===== src/rtl/rv_encoder.sv =====
// ---------------------------------------------------------------------------
// rv_encoder
//   Streaming RV64IM instruction encoder. Takes one decoded instruction
//   descriptor per valid/ready handshake and emits 32-bit machine words with
//   one cycle of latency. The LI pseudo-instruction expands to one word
//   (addi) or two words (lui + addiw). Every immediate is range-checked; an
//   illegal descriptor produces a single word with out_err=1 and
//   out_insn=0, and the stream carries on.
//
//   Optional feature macro: RV_ENCODER_MEXT_EN
//     defined   -> in_op[3]=1 on R / R-W selects the M extension
//                  (funct7=0000001)
//     undefined -> any R / R-W descriptor with in_op[3]=1 is an error
//
// Ports
//   clk, reset_n          clock, asynchronous active-low reset
//   in_valid / in_ready   descriptor handshake
//   in_kind               instruction class (0..11, see kind_e)
//   in_op                 funct3 plus funct7 modifier bits
//   in_rd, in_rs1, in_rs2 register numbers
//   in_imm                immediate, absolute target (BRANCH/JAL), LI value
//   in_pc                 address of the first emitted word
//   out_valid / out_ready word handshake
//   out_insn, out_pc      encoded word and its address
//   out_err               descriptor was illegal (out_insn is 0)
// ---------------------------------------------------------------------------
module rv_encoder #(
  parameter int XLEN     = 64,
  parameter int MAX_KIND = 11
) (
  input  logic            clk,
  input  logic            reset_n,
  input  logic            in_valid,
  output logic            in_ready,
  input  logic [3:0]      in_kind,
  input  logic [4:0]      in_op,
  input  logic [4:0]      in_rd,
  input  logic [4:0]      in_rs1,
  input  logic [4:0]      in_rs2,
  input  logic [XLEN-1:0] in_imm,
  input  logic [XLEN-1:0] in_pc,
  output logic            out_valid,
  input  logic            out_ready,
  output logic [31:0]     out_insn,
  output logic [XLEN-1:0] out_pc,
  output logic            out_err
);

`ifdef RV_ENCODER_MEXT_EN
  localparam bit MEXT_EN = 1'b1;
`else
  localparam bit MEXT_EN = 1'b0;
`endif

  localparam logic [6:0] OPC_OP     = 7'b0110011;
  localparam logic [6:0] OPC_OP_IMM = 7'b0010011;
  localparam logic [6:0] OPC_LOAD   = 7'b0000011;
  localparam logic [6:0] OPC_STORE  = 7'b0100011;
  localparam logic [6:0] OPC_BRANCH = 7'b1100011;
  localparam logic [6:0] OPC_LUI    = 7'b0110111;
  localparam logic [6:0] OPC_AUIPC  = 7'b0010111;
  localparam logic [6:0] OPC_JAL    = 7'b1101111;
  localparam logic [6:0] OPC_JALR   = 7'b1100111;
  localparam logic [6:0] OPC_OP_32  = 7'b0111011;
  localparam logic [6:0] OPC_IMM_32 = 7'b0011011;

  typedef enum logic [3:0] {
    K_R, K_I, K_LOAD, K_STORE, K_BRANCH, K_LUI,
    K_AUIPC, K_JAL, K_JALR, K_LI, K_RW, K_IW
  } kind_e;

  typedef enum logic {S_IDLE, S_EMIT2} state_e;

  state_e r_state, w_state_nxt;

  logic            r_out_valid;
  logic [31:0]     r_out_insn;
  logic [XLEN-1:0] r_out_pc;
  logic            r_out_err;
  logic [31:0]     r_word2;

  kind_e           w_kind;
  logic [2:0]      w_f3;
  logic [XLEN-1:0] w_off;
  logic [19:0]     w_li_hi;
  logic            w_kind_ok;
  logic            w_fits12, w_fits32, w_shamt6, w_shamt5, w_u20;
  logic            w_br_ok, w_jal_ok;
  logic            w_err, w_two;
  logic [31:0]     w_word1, w_word2;
  logic            w_accept, w_load2;

  assign w_kind    = kind_e'(in_kind);
  assign w_f3      = in_op[2:0];
  assign w_kind_ok = int'(in_kind) <= MAX_KIND;

  // Range checks are done on the upper bits: a value fits a signed N-bit
  // field when bits [XLEN-1:N-1] are all zeros or all ones.
  assign w_fits12 = (&in_imm[XLEN-1:11]) || ~|in_imm[XLEN-1:11];
  assign w_fits32 = (&in_imm[XLEN-1:31]) || ~|in_imm[XLEN-1:31];
  assign w_shamt6 = ~|in_imm[XLEN-1:6];
  assign w_shamt5 = ~|in_imm[XLEN-1:5];
  assign w_u20    = ~|in_imm[XLEN-1:20];

  assign w_off    = in_imm - in_pc;
  assign w_br_ok  = !w_off[0] && ((&w_off[XLEN-1:12]) || ~|w_off[XLEN-1:12]);
  assign w_jal_ok = !w_off[0] && ((&w_off[XLEN-1:20]) || ~|w_off[XLEN-1:20]);

  // hi = (imm + 0x800) >> 12 so that the addiw part, sext(imm[11:0]),
  // stays within -2048..2047.
  assign w_li_hi = in_imm[31:12] + {19'b0, in_imm[11]};

  // NOTE: every signal written here gets a default first, so no path
  // through the case can leave one unassigned and infer a latch.
  always_comb begin
    w_err   = 1'b0;
    w_two   = 1'b0;
    w_word1 = '0;
    w_word2 = '0;
    case (w_kind)
      K_R: begin
        if (in_op[3]) w_err = !MEXT_EN || in_op[4];
        else          w_err = in_op[4] && (w_f3 != 3'd0) && (w_f3 != 3'd5);
        w_word1 = {1'b0, in_op[4], 4'b0, in_op[3], in_rs2, in_rs1, w_f3, in_rd, OPC_OP};
      end
      K_RW: begin
        if (in_op[3])
          w_err = !MEXT_EN || in_op[4] || (w_f3 inside {3'd1, 3'd2, 3'd3});
        else
          w_err = !((w_f3 == 3'd0) || (w_f3 == 3'd5) || (w_f3 == 3'd1 && !in_op[4]));
        w_word1 = {1'b0, in_op[4], 4'b0, in_op[3], in_rs2, in_rs1, w_f3, in_rd, OPC_OP_32};
      end
      K_I: begin
        case (w_f3)
          3'd1: begin
            w_err   = in_op[4] || in_op[3] || !w_shamt6;
            w_word1 = {6'b0, in_imm[5:0], in_rs1, w_f3, in_rd, OPC_OP_IMM};
          end
          3'd5: begin
            w_err   = in_op[4] || !w_shamt6;
            w_word1 = {1'b0, in_op[3], 4'b0, in_imm[5:0], in_rs1, w_f3, in_rd, OPC_OP_IMM};
          end
          default: begin
            w_err   = in_op[4] || in_op[3] || !w_fits12;
            w_word1 = {in_imm[11:0], in_rs1, w_f3, in_rd, OPC_OP_IMM};
          end
        endcase
      end
      K_IW: begin
        case (w_f3)
          3'd0: begin
            w_err   = in_op[4] || in_op[3] || !w_fits12;
            w_word1 = {in_imm[11:0], in_rs1, w_f3, in_rd, OPC_IMM_32};
          end
          3'd1: begin
            w_err   = in_op[4] || in_op[3] || !w_shamt5;
            w_word1 = {7'b0, in_imm[4:0], in_rs1, w_f3, in_rd, OPC_IMM_32};
          end
          3'd5: begin
            w_err   = in_op[4] || !w_shamt5;
            w_word1 = {1'b0, in_op[3], 5'b0, in_imm[4:0], in_rs1, w_f3, in_rd, OPC_IMM_32};
          end
          default: w_err = 1'b1;
        endcase
      end
      K_LOAD: begin
        w_err   = (in_op[4:3] != 2'b00) || (w_f3 == 3'd7) || !w_fits12;
        w_word1 = {in_imm[11:0], in_rs1, w_f3, in_rd, OPC_LOAD};
      end
      K_STORE: begin
        w_err   = (in_op[4:3] != 2'b00) || w_f3[2] || !w_fits12;
        w_word1 = {in_imm[11:5], in_rs2, in_rs1, w_f3, in_imm[4:0], OPC_STORE};
      end
      K_BRANCH: begin
        w_err   = (in_op[4:3] != 2'b00) || (w_f3 inside {3'd2, 3'd3}) || !w_br_ok;
        w_word1 = {w_off[12], w_off[10:5], in_rs2, in_rs1, w_f3,
                   w_off[4:1], w_off[11], OPC_BRANCH};
      end
      K_LUI: begin
        w_err   = (in_op != 5'd0) || !w_u20;
        w_word1 = {in_imm[19:0], in_rd, OPC_LUI};
      end
      K_AUIPC: begin
        w_err   = (in_op != 5'd0) || !w_u20;
        w_word1 = {in_imm[19:0], in_rd, OPC_AUIPC};
      end
      K_JAL: begin
        w_err   = (in_op != 5'd0) || !w_jal_ok;
        w_word1 = {w_off[20], w_off[10:1], w_off[11], w_off[19:12], in_rd, OPC_JAL};
      end
      K_JALR: begin
        w_err   = (in_op != 5'd0) || !w_fits12;
        w_word1 = {in_imm[11:0], in_rs1, 3'd0, in_rd, OPC_JALR};
      end
      K_LI: begin
        w_err = in_op != 5'd0;
        if (w_fits12) begin
          w_word1 = {in_imm[11:0], 5'd0, 3'd0, in_rd, OPC_OP_IMM};
        end else if (w_fits32) begin
          w_word1 = {w_li_hi, in_rd, OPC_LUI};
          w_word2 = {in_imm[11:0], in_rd, 3'd0, in_rd, OPC_IMM_32};
          w_two   = in_imm[11:0] != 12'd0;
        end else begin
          w_err = 1'b1;
        end
      end
      default: w_err = 1'b1;
    endcase
    if (!w_kind_ok) w_err = 1'b1;
    if (w_err) begin
      w_word1 = '0;
      w_word2 = '0;
      w_two   = 1'b0;
    end
  end

  // Handshake: a new descriptor may overwrite the output register in the
  // same cycle the old word drains; EMIT2 blocks input until word 2 is out.
  always_comb begin
    in_ready = 1'b0;
    if (reset_n && r_state == S_IDLE) in_ready = !r_out_valid || out_ready;
  end

  assign w_accept = in_valid && in_ready;
  assign w_load2  = (r_state == S_EMIT2) && out_ready;

  // NOTE: sequential state uses non-blocking assignments so every register
  // samples pre-edge values, independent of statement order.
  always_ff @(posedge clk or negedge reset_n) begin
    if (!reset_n) r_state <= S_IDLE;
    else          r_state <= w_state_nxt;
  end

  always_comb begin
    w_state_nxt = r_state;
    case (r_state)
      S_IDLE:  if (w_accept && w_two) w_state_nxt = S_EMIT2;
      S_EMIT2: if (out_ready)         w_state_nxt = S_IDLE;
      default: w_state_nxt = S_IDLE;
    endcase
  end

  // NOTE: r_word2 is a single holding register, not a memory, so it is
  // reset along with the rest; asserting reset in EMIT2 discards it.
  always_ff @(posedge clk or negedge reset_n) begin
    if (!reset_n) begin
      r_out_valid <= 1'b0;
      r_out_insn  <= '0;
      r_out_pc    <= '0;
      r_out_err   <= 1'b0;
      r_word2     <= '0;
    end else if (w_accept) begin
      r_out_valid <= 1'b1;
      r_out_insn  <= w_word1;
      r_out_pc    <= in_pc;
      r_out_err   <= w_err;
      r_word2     <= w_word2;
    end else if (w_load2) begin
      r_out_insn  <= r_word2;
      r_out_pc    <= r_out_pc + XLEN'(4);
      r_out_err   <= 1'b0;
    end else if (out_ready) begin
      r_out_valid <= 1'b0;
    end
  end

  assign out_valid = r_out_valid;
  assign out_insn  = r_out_insn;
  assign out_pc    = r_out_pc;
  assign out_err   = r_out_err;

endmodule


===== config.mk =====
export PLATFORM = sky130hd
export DESIGN_NAME = rv_encoder
export DESIGN_NICKNAME = d
export VERILOG_FILES = /design/src/rtl/rv_encoder.sv
export SDC_FILE = /design/constraint.sdc
export NUM_CORES = 1
export LEC_CHECK = 0
export ABC_AREA = 1
export CAP_MARGIN = 20
export CORE_MARGIN = 2
export CORE_UTILIZATION = 40
export CTS_CLUSTER_SIZE = 12
export DETAILED_ROUTE_END_ITERATION = 8
export PLACE_DENSITY = 0.69
export SLEW_MARGIN = 20
export SYNTH_ARGS = -nofsm -noshare
export SYNTH_HDL_FRONTEND = slang
export SYNTH_SLANG_ARGS = --single-unit

===== constraint.sdc =====
create_clock -name clk -period 3.7 [get_ports clk]
set_input_delay 0.74 -clock clk [delete_from_list [all_inputs] [get_ports clk]]
set_output_delay 0.74 -clock clk [all_outputs]
set_load 0.02 [all_outputs]

; Yosys cells after proc, flatten, opt, wreduce, memory -nomap -nowiden
; Cells that the tools add are included.
; W data, S select, Z words.
[totals]
input_bits = 156
ff_bits = 131
[classes]
n_addsub = 3
reduce_logical = 64
n_eq_ne = 18
muxes = 35
n_lt_le_gt_ge = 1
bitwise_logic = 1
[op_table]
columns = operator, count
row1 = $pmux W32 S12, 1
row2 = $mux W32, 9
row3 = $mux W64, 2
row4 = $pmux W32 S3, 1
row5 = $reduce_or A44 Y1, 2
row6 = $add A64 B3 Y64 const B, 1
row7 = $pmux W32 S2, 1
row8 = $sub A64 B64 Y64, 1
row9 = $reduce_or A59 Y1, 1
row10 = $reduce_or A58 Y1, 1
row11 = $reduce_and A53 Y1, 1
row12 = $reduce_or A53 Y1, 1
row13 = $reduce_and A52 Y1, 1
row14 = $reduce_or A52 Y1, 1
row15 = $reduce_and A44 Y1, 1
row16 = $reduce_and A33 Y1, 1
row17 = $reduce_or A33 Y1, 1
row18 = $logic_or A1 B1 Y1, 22
row19 = $add A20 B1 Y20, 1
row20 = $mux W1, 17
row21 = $eq A4 B3 Y1 const B, 4
row22 = $eq A4 B4 Y1 const B, 4
row23 = $reduce_bool A12 Y1, 1
row24 = $logic_not A1 Y1, 11
row25 = other kinds (20), 35

; Logic depth before layout (Yosys ltp)
[depth]
word_depth = 13
mapped_depth = 30
mapped_depth_nobuf = 29

; Worst setup path before layout
; No wires, ideal clock.
[synth_path]
path_type = in2reg
startpoint = input port in_imm[0]
endpoint = register r_word2[24]
setup_ns = 0.074
slack_ns = 0.159
t_arrival_ns = 3.467
required_time_ns = 3.626
path_stages = 25
path_cell_list = inv_1 ha_1 fa_1 inv_1 nand2_1 a21oi_1 nand2_1 nand3_2 nand2_1 nand2_1 nand2_1 nand2_1 nand2_1 nand2_1 nand2_1 nor2_1 nand2_1 nor2_1 nand4_1 nand2_1 nand2_1 a21oi_4 nand3_4 buf_6 o21ai_2
[synth_between]
elab_chain_cells = 10
[synth_rtl]
columns = element, line_no
row1 = start: declaration, 40  ; input logic [XLEN-1:0] in_imm,
row2 = $sub A64 B64 Y64 *, 105  ; assign w_off = in_imm - in_pc;
row3 = $reduce_or A52 Y1 / $reduce_or A44 Y1 (equally long branches), "106, 107"
row4 = "$logic_not A1 Y1, on equally long branches", "106, 107"
row5 = "$logic_or A1 B1 Y1, on equally long branches", "106, 107"
row6 = "$logic_and A1 B1 Y1, on equally long branches", "106, 107"
row7 = "$logic_not A1 Y1, on equally long branches", "175, 188"
row8 = "$logic_or A1 B1 Y1, on equally long branches", "175, 188"
row9 = $pmux W1 S11 *, 120  ; case (w_kind)
row10 = $mux W1 *, 209  ; if (!w_kind_ok) w_err = 1'b1;
row11 = $mux W32 *, 210  ; if (w_err) begin
row12 = end signal: assignment, 257  ; r_word2 <= w_word2;
row13 = end: declaration, 80  ; logic [31:0] r_word2;
; Mark *: on every way between the ends. The rest lies on a longest branch, timed or not.
; A chain may end at the register's enable or synchronous reset.

; Worst setup path after layout
[layout_path]
startpoint = input port in_imm[32]
endpoint = register r_out_insn[11] (netlist: out_insn[11])
[layout_between]
elab_chain_cells = 11
[layout_rtl]
columns = element, line_no
row1 = $sub A64 B64 Y64, 105
row2 = $reduce_or A52 Y1 / $reduce_or A44 Y1 (equally long branches), "106, 107"
row3 = "$logic_not A1 Y1, on equally long branches", "106, 107"
row4 = "$logic_or A1 B1 Y1, on equally long branches", "106, 107"
row5 = "$logic_and A1 B1 Y1, on equally long branches", "106, 107"
row6 = "$logic_not A1 Y1, on equally long branches", "175, 188"
row7 = "$logic_or A1 B1 Y1, on equally long branches", "175, 188"
row8 = $pmux W1 S11, 120
row9 = $mux W1, 209
row10 = $mux W32 *, 210
row11 = $mux W32 *, 252  ; end else if (w_accept) begin
row12 = end signal: assignment, 254  ; r_out_insn <= w_word1;
row13 = end signal: assignment, 259  ; r_out_insn <= r_word2;
row14 = end: declaration, 77  ; logic [31:0] r_out_insn;
; Marks and branches as above.

==> impl_table.tex <==
\begin{tabular}{lr}
\hline
Metric & Value \\
\hline
\multicolumn{2}{l}{\textbf{Global route}} \\
\quad Via count of the first global-routing pass & 21910 \\
\quad Wire length of the first global-routing pass & 126600 µm \\
\quad Number of antenna violations at the first check in global routing & 5 \\
\quad Total track usage & just over 40\% \\
\quad Leftover overflow at the end of global routing & 0 \\
\quad Maximum number of pins on one net before global-route repair & 79 \\
\multicolumn{2}{l}{\textbf{Drt}} \\
\quad Total number of vias & 23560 \\
\quad Drt pass-1 iters & 6 \\
\quad Number of nets still failing antenna checks after routing & 0 \\
\quad Routed wirelength normalized by instance count & 21.03 µm \\
\quad Starting DRC count in detailed routing & $\sim$2600 \\
\quad Final wirelength & 88680 µm \\
\quad \# DRC & 0 \\
\quad Via-to-Cell Ratio & around 5.6 \\
\multicolumn{2}{l}{\textbf{Clock tree}} \\
\quad H-Tree Depth & 4 \\
\quad Clock tree from TritonCTS & built \\
\quad CTS root buffer & clkbuf\_16 \\
\quad Clock sink count & between 100 and 150 \\
\quad Clock-pin slew on the worst setup and hold paths & 60 ps \\
\quad Hold-fix buffers at CTS & 0 \\
\quad Number of buffers added by the clock tree synthesis step & 17 \\
\quad Clock latency reported for the late side of the worst-skew pair & between 400 and 500 ps \\
\quad Number of buffers between clock root and the deepest sink & 2 \\
\multicolumn{2}{l}{\textbf{STA}} \\
\quad Final critical-path share of the clock period & 101.0\% \\
\quad Fin Hold WS & roughly 430 ps \\
\quad Minimum clock period after layout & roughly 3700 ps \\
\quad Maximum clock rate & between 200 and 300 MHz \\
\quad Max Transition Viols Final & 0 \\
\quad Slew HR & between 40\% and 50\% \\
\quad Final hold viol count & 0 \\
\quad Final setup violation count & 1 \\
\quad Measured slew at the worst slew-check pin & slightly above 800 ps \\
\quad Setup slack after layout & -37.92 ps \\
\quad Worst clock skew & between 8 and 9 ps \\
\multicolumn{2}{l}{\textbf{Worst setup path}} \\
\quad Delay of the slowest cell on the worst path & 310 ps \\
\quad Largest fanout on the critical path & 10 \\
\quad Startpoint of the most critical register-to-register path & out\_pc[2]\$\_DFFE\_PN0P\_ \\
\quad WP data required & around 4000 ps \\
\quad Crit-path slowest cell & ha\_4 \\
\quad Reg-to-reg slack, setup & 380 ps \\
\quad Worst r2r dst & out\_pc[49]\$\_DFFE\_PN0P\_ \\
\quad Critical Path AT & approximately 4000 ps \\
\quad Reg2Reg Depth & 16 \\
\quad Most numerous cell on the critical path & nand2\_1 \\
\quad Critical path type & input port to flop \\
\quad Number of buffers and inverters on the critical path & 5 \\
\quad Kind of capture point of the worst setup path & flop \\
\quad Critical path launch point type & input port \\
\quad Top delay family on crit path & simple AND/OR/NAND/NOR gates \\
\multicolumn{2}{l}{\textbf{Floorplan}} \\
\quad Floorplan die width & just over 200 µm \\
\quad Die Ht & between 200 and 250 µm \\
\quad Initial Utilization & around two fifths \\
\quad Placeable Area & about 0.039 mm² \\
\quad Die Footprint & roughly 0.041 mm² \\
\quad Row count & $\sim$70 \\
\quad Number of top-level pins & 255 \\
\multicolumn{2}{l}{\textbf{Synthesis}} \\
\quad Number of flops mapped to enable cells by yosys & 0 \\
\quad Yosys synthesis warning count & 0 \\
\quad Syn nets & $\sim$3100 \\
\quad Top\_reg\_cell synth & dfrtp\_1 \\
\quad Flip-flop and latch count after synthesis & around 120 \\
\quad Mapped Avg Cell Area & around 5.5 µm² \\
\quad Synth Cell Area & between 0.015 and 0.02 mm² \\
\quad Proportion of synthesized chip area in sequential cells & 18.41\% \\
\quad Async set or reset register ratio after synthesis & 100.0\% \\
\quad Number of distinct library cells after synthesis & between 50 and 60 \\
\quad Cell count after synthesis & roughly 2900 \\
\multicolumn{2}{l}{\textbf{Flow run}} \\
\quad Count of maximum capacitance violations & 0 \\
\multicolumn{2}{l}{\textbf{Pwr}} \\
\quad Power density normalized to cell area & approximately 280 mW/mm² \\
\quad Final Total Pwr & 7764 µW \\
\quad Worst vdd ir & about 0.24 mV \\
\quad Leakage component of the power & 0.01397 µW \\
\multicolumn{2}{l}{\textbf{Finish}} \\
\quad Signed area change from the synthesized netlist to the final layout & 72.85\% \\
\quad Final layout net count & between 3000 and 4000 \\
\quad Fraction of final layout cells sized beyond drive strength 1 & between 30\% and 40\% \\
\quad Non-filler instance count after layout & 4217 \\
\multicolumn{2}{l}{\textbf{Placement}} \\
\quad Global placement routability congestion & around 1.1 \\
\quad Detailed Place HPWL & 70580 µm \\
\quad Count of input and output buffers & roughly 250 \\
\quad Instance count after placement with tap cells included & 4102 \\
\multicolumn{2}{l}{\textbf{Min path}} \\
\quad Path category of the worst min-delay check & input port to async pin \\
\multicolumn{2}{l}{\textbf{Run status}} \\
\quad Result of the run & finished with violations \\
\quad Violations in the final reports & setup timing \\
\hline
\end{tabular}
-- routing by layer --
layer  vias to the layer above  share of wire [%]  routed length (µm)  global-route usage [%]
met1                     11060                 40               35620                   55.02
met4                         4                4.6                4073                   14.91
met2                      1443                 44               39250                   62.82
met5                         -              0.032                  28                       0
met3                       269                 11                9700                   8.780
li1                      10780                  -                   -                       -
-- area by class of cell --
class | instances | area, µm²
Multi-Input combinational cell | 2115 | 13870
Fill cell | 3241 | 11490
Timing Repair Buffer | 832 | 6953
Sequential cell | 116 | 2903
Inverter | 600 | 2282
Tap cell | 518 | 648.1
Clock buffer | 18 | 439.2
Clock inverter | 14 | 146.4
Antenna cell | 4 | 10.01
-- timing repair --
item	4_1_cts	5_1_grt
setup endpoints to repair	51	51
buffers inserted	39	37
resized for setup	622	594
pin swaps	116	249
gates cloned	1	3
-- cell usage in the layout (no fill, tap or decap), types with 62 or more instances in the layout --
master and n:
dfrtp_1 116, o21ai_0 101, inv_1 470, nand3_1 137, ha_4 62, nand2_4 72
clkdlybuf4s50_1 134, nand2_2 227, nor2_1 176, buf_4 526, nand2_1 642, inv_2 112
-- cell families after synthesis --
| family | after synthesis | share of synthesized area (%) |
|---|---|---|
| buffers and inverters | 643 | 15.45 |
| XOR/XNOR | 63 | 3.500 |
| flip-flops | 116 | 18.41 |
| adder cells (fa/ha/maj) | 68 | 5.445 |
| AO/OA/AOI/OAI | 355 | 13.64 |
| AND/OR/NAND/NOR | 1629 | 43.56 |
-- power breakdown --
group	switching [µW]	internal [µW]
Clock	683	961
Sequential	222	1460
Combinational	2570	1860
-- synthesized netlist by cell type (all sizes together), types with 2 or more instances --
cell type    n  area share, %
nand2      949             23
and2         3           0.12
xnor2       11           0.61
o221ai      16           0.89
nor4        52            2.2
buf          7           0.30
xor2        52            2.9
a21oi      109            3.5
a311oi       2           0.11
o2111ai      3           0.17
a221oi       8           0.44
o211ai      30            1.4
a41oi        4           0.22
nor3b        2          0.095
clkbuf      36           0.86
a31oi       11           0.44
nand3b       6           0.29
dfrtp      116             18
o21ai      126            4.2
a211oi       8           0.38
o22ai       14           0.56
o31ai        3           0.14
o21bai       3           0.14
nor3        73            2.5
a221o        2           0.13
clkinv       6           0.14
nand3      189            6.1
or2          4           0.16
nor2       286            6.9
ha          67            5.3
a22oi        6           0.29
inv        594             14
nand4       60            2.4
a211o        2           0.11
and3         5           0.20
-- flip-flops by register name, indices dropped and copies added (netlist names) --
| name | count |
|---|---|
| out_valid | 1 |
| r_word2 | 18 |
| out_insn | 31 |
| out_pc | 64 |
| out_err | 1 |
| r_state | 1 |
-- per-stage QoR --
step	setup slack, ps	utilization [%]	TNS (ps)	cell area, µm²
after floorplan	159.3	-	0	15760
after global placement	-1245	58.19	-61160	22540
after detailed placement	-1287	58.19	-61960	22540
after CTS	2.301	65.53	0	25390
after global routing	-185.7	70.34	-2498	27250
final	-37.92	70.34	-37.92	27250
-- how the worst max path moves through the flow --
stage / start / endpoint / slack [ps] / depth (start not counted)
3_3_place_gp: in_pc[46] / out_err$_DFFE_PN0P_ / -1240 / 27
2_1_floorplan: in_imm[0] / r_word2[24]$_DFFE_PN0P_ / 160 / 25
5_1_grt: in_pc[20] / out_insn[11]$_DFFE_PN0P_ / -190 / 28
4_1_cts: in_pc[29] / r_word2[27]$_DFFE_PN0P_ / 2 / 25
3_5_place_dp: in_pc[40] / out_insn[21]$_DFFE_PN0P_ / -1290 / 25
6_report: in_imm[32] / out_insn[11]$_DFFE_PN0P_ / -40 / 25
-- worst reg2reg max path: stages (launching register included) --
cell	delay (ps)
dfrtp_1	420
and3_1	280
nand2_1	140
nor2_1	150
nand2_1	130
nor2_1	230
nand3_1	170
nor3_1	320
nand2_1	140
nor4_1	200
buf_4	180
nand3_1	70
nor3_1	290
nand3_1	140
xor2_1	190
nor2_1	60
o21ai_0	140
Power figures use the tool's default switching activity.
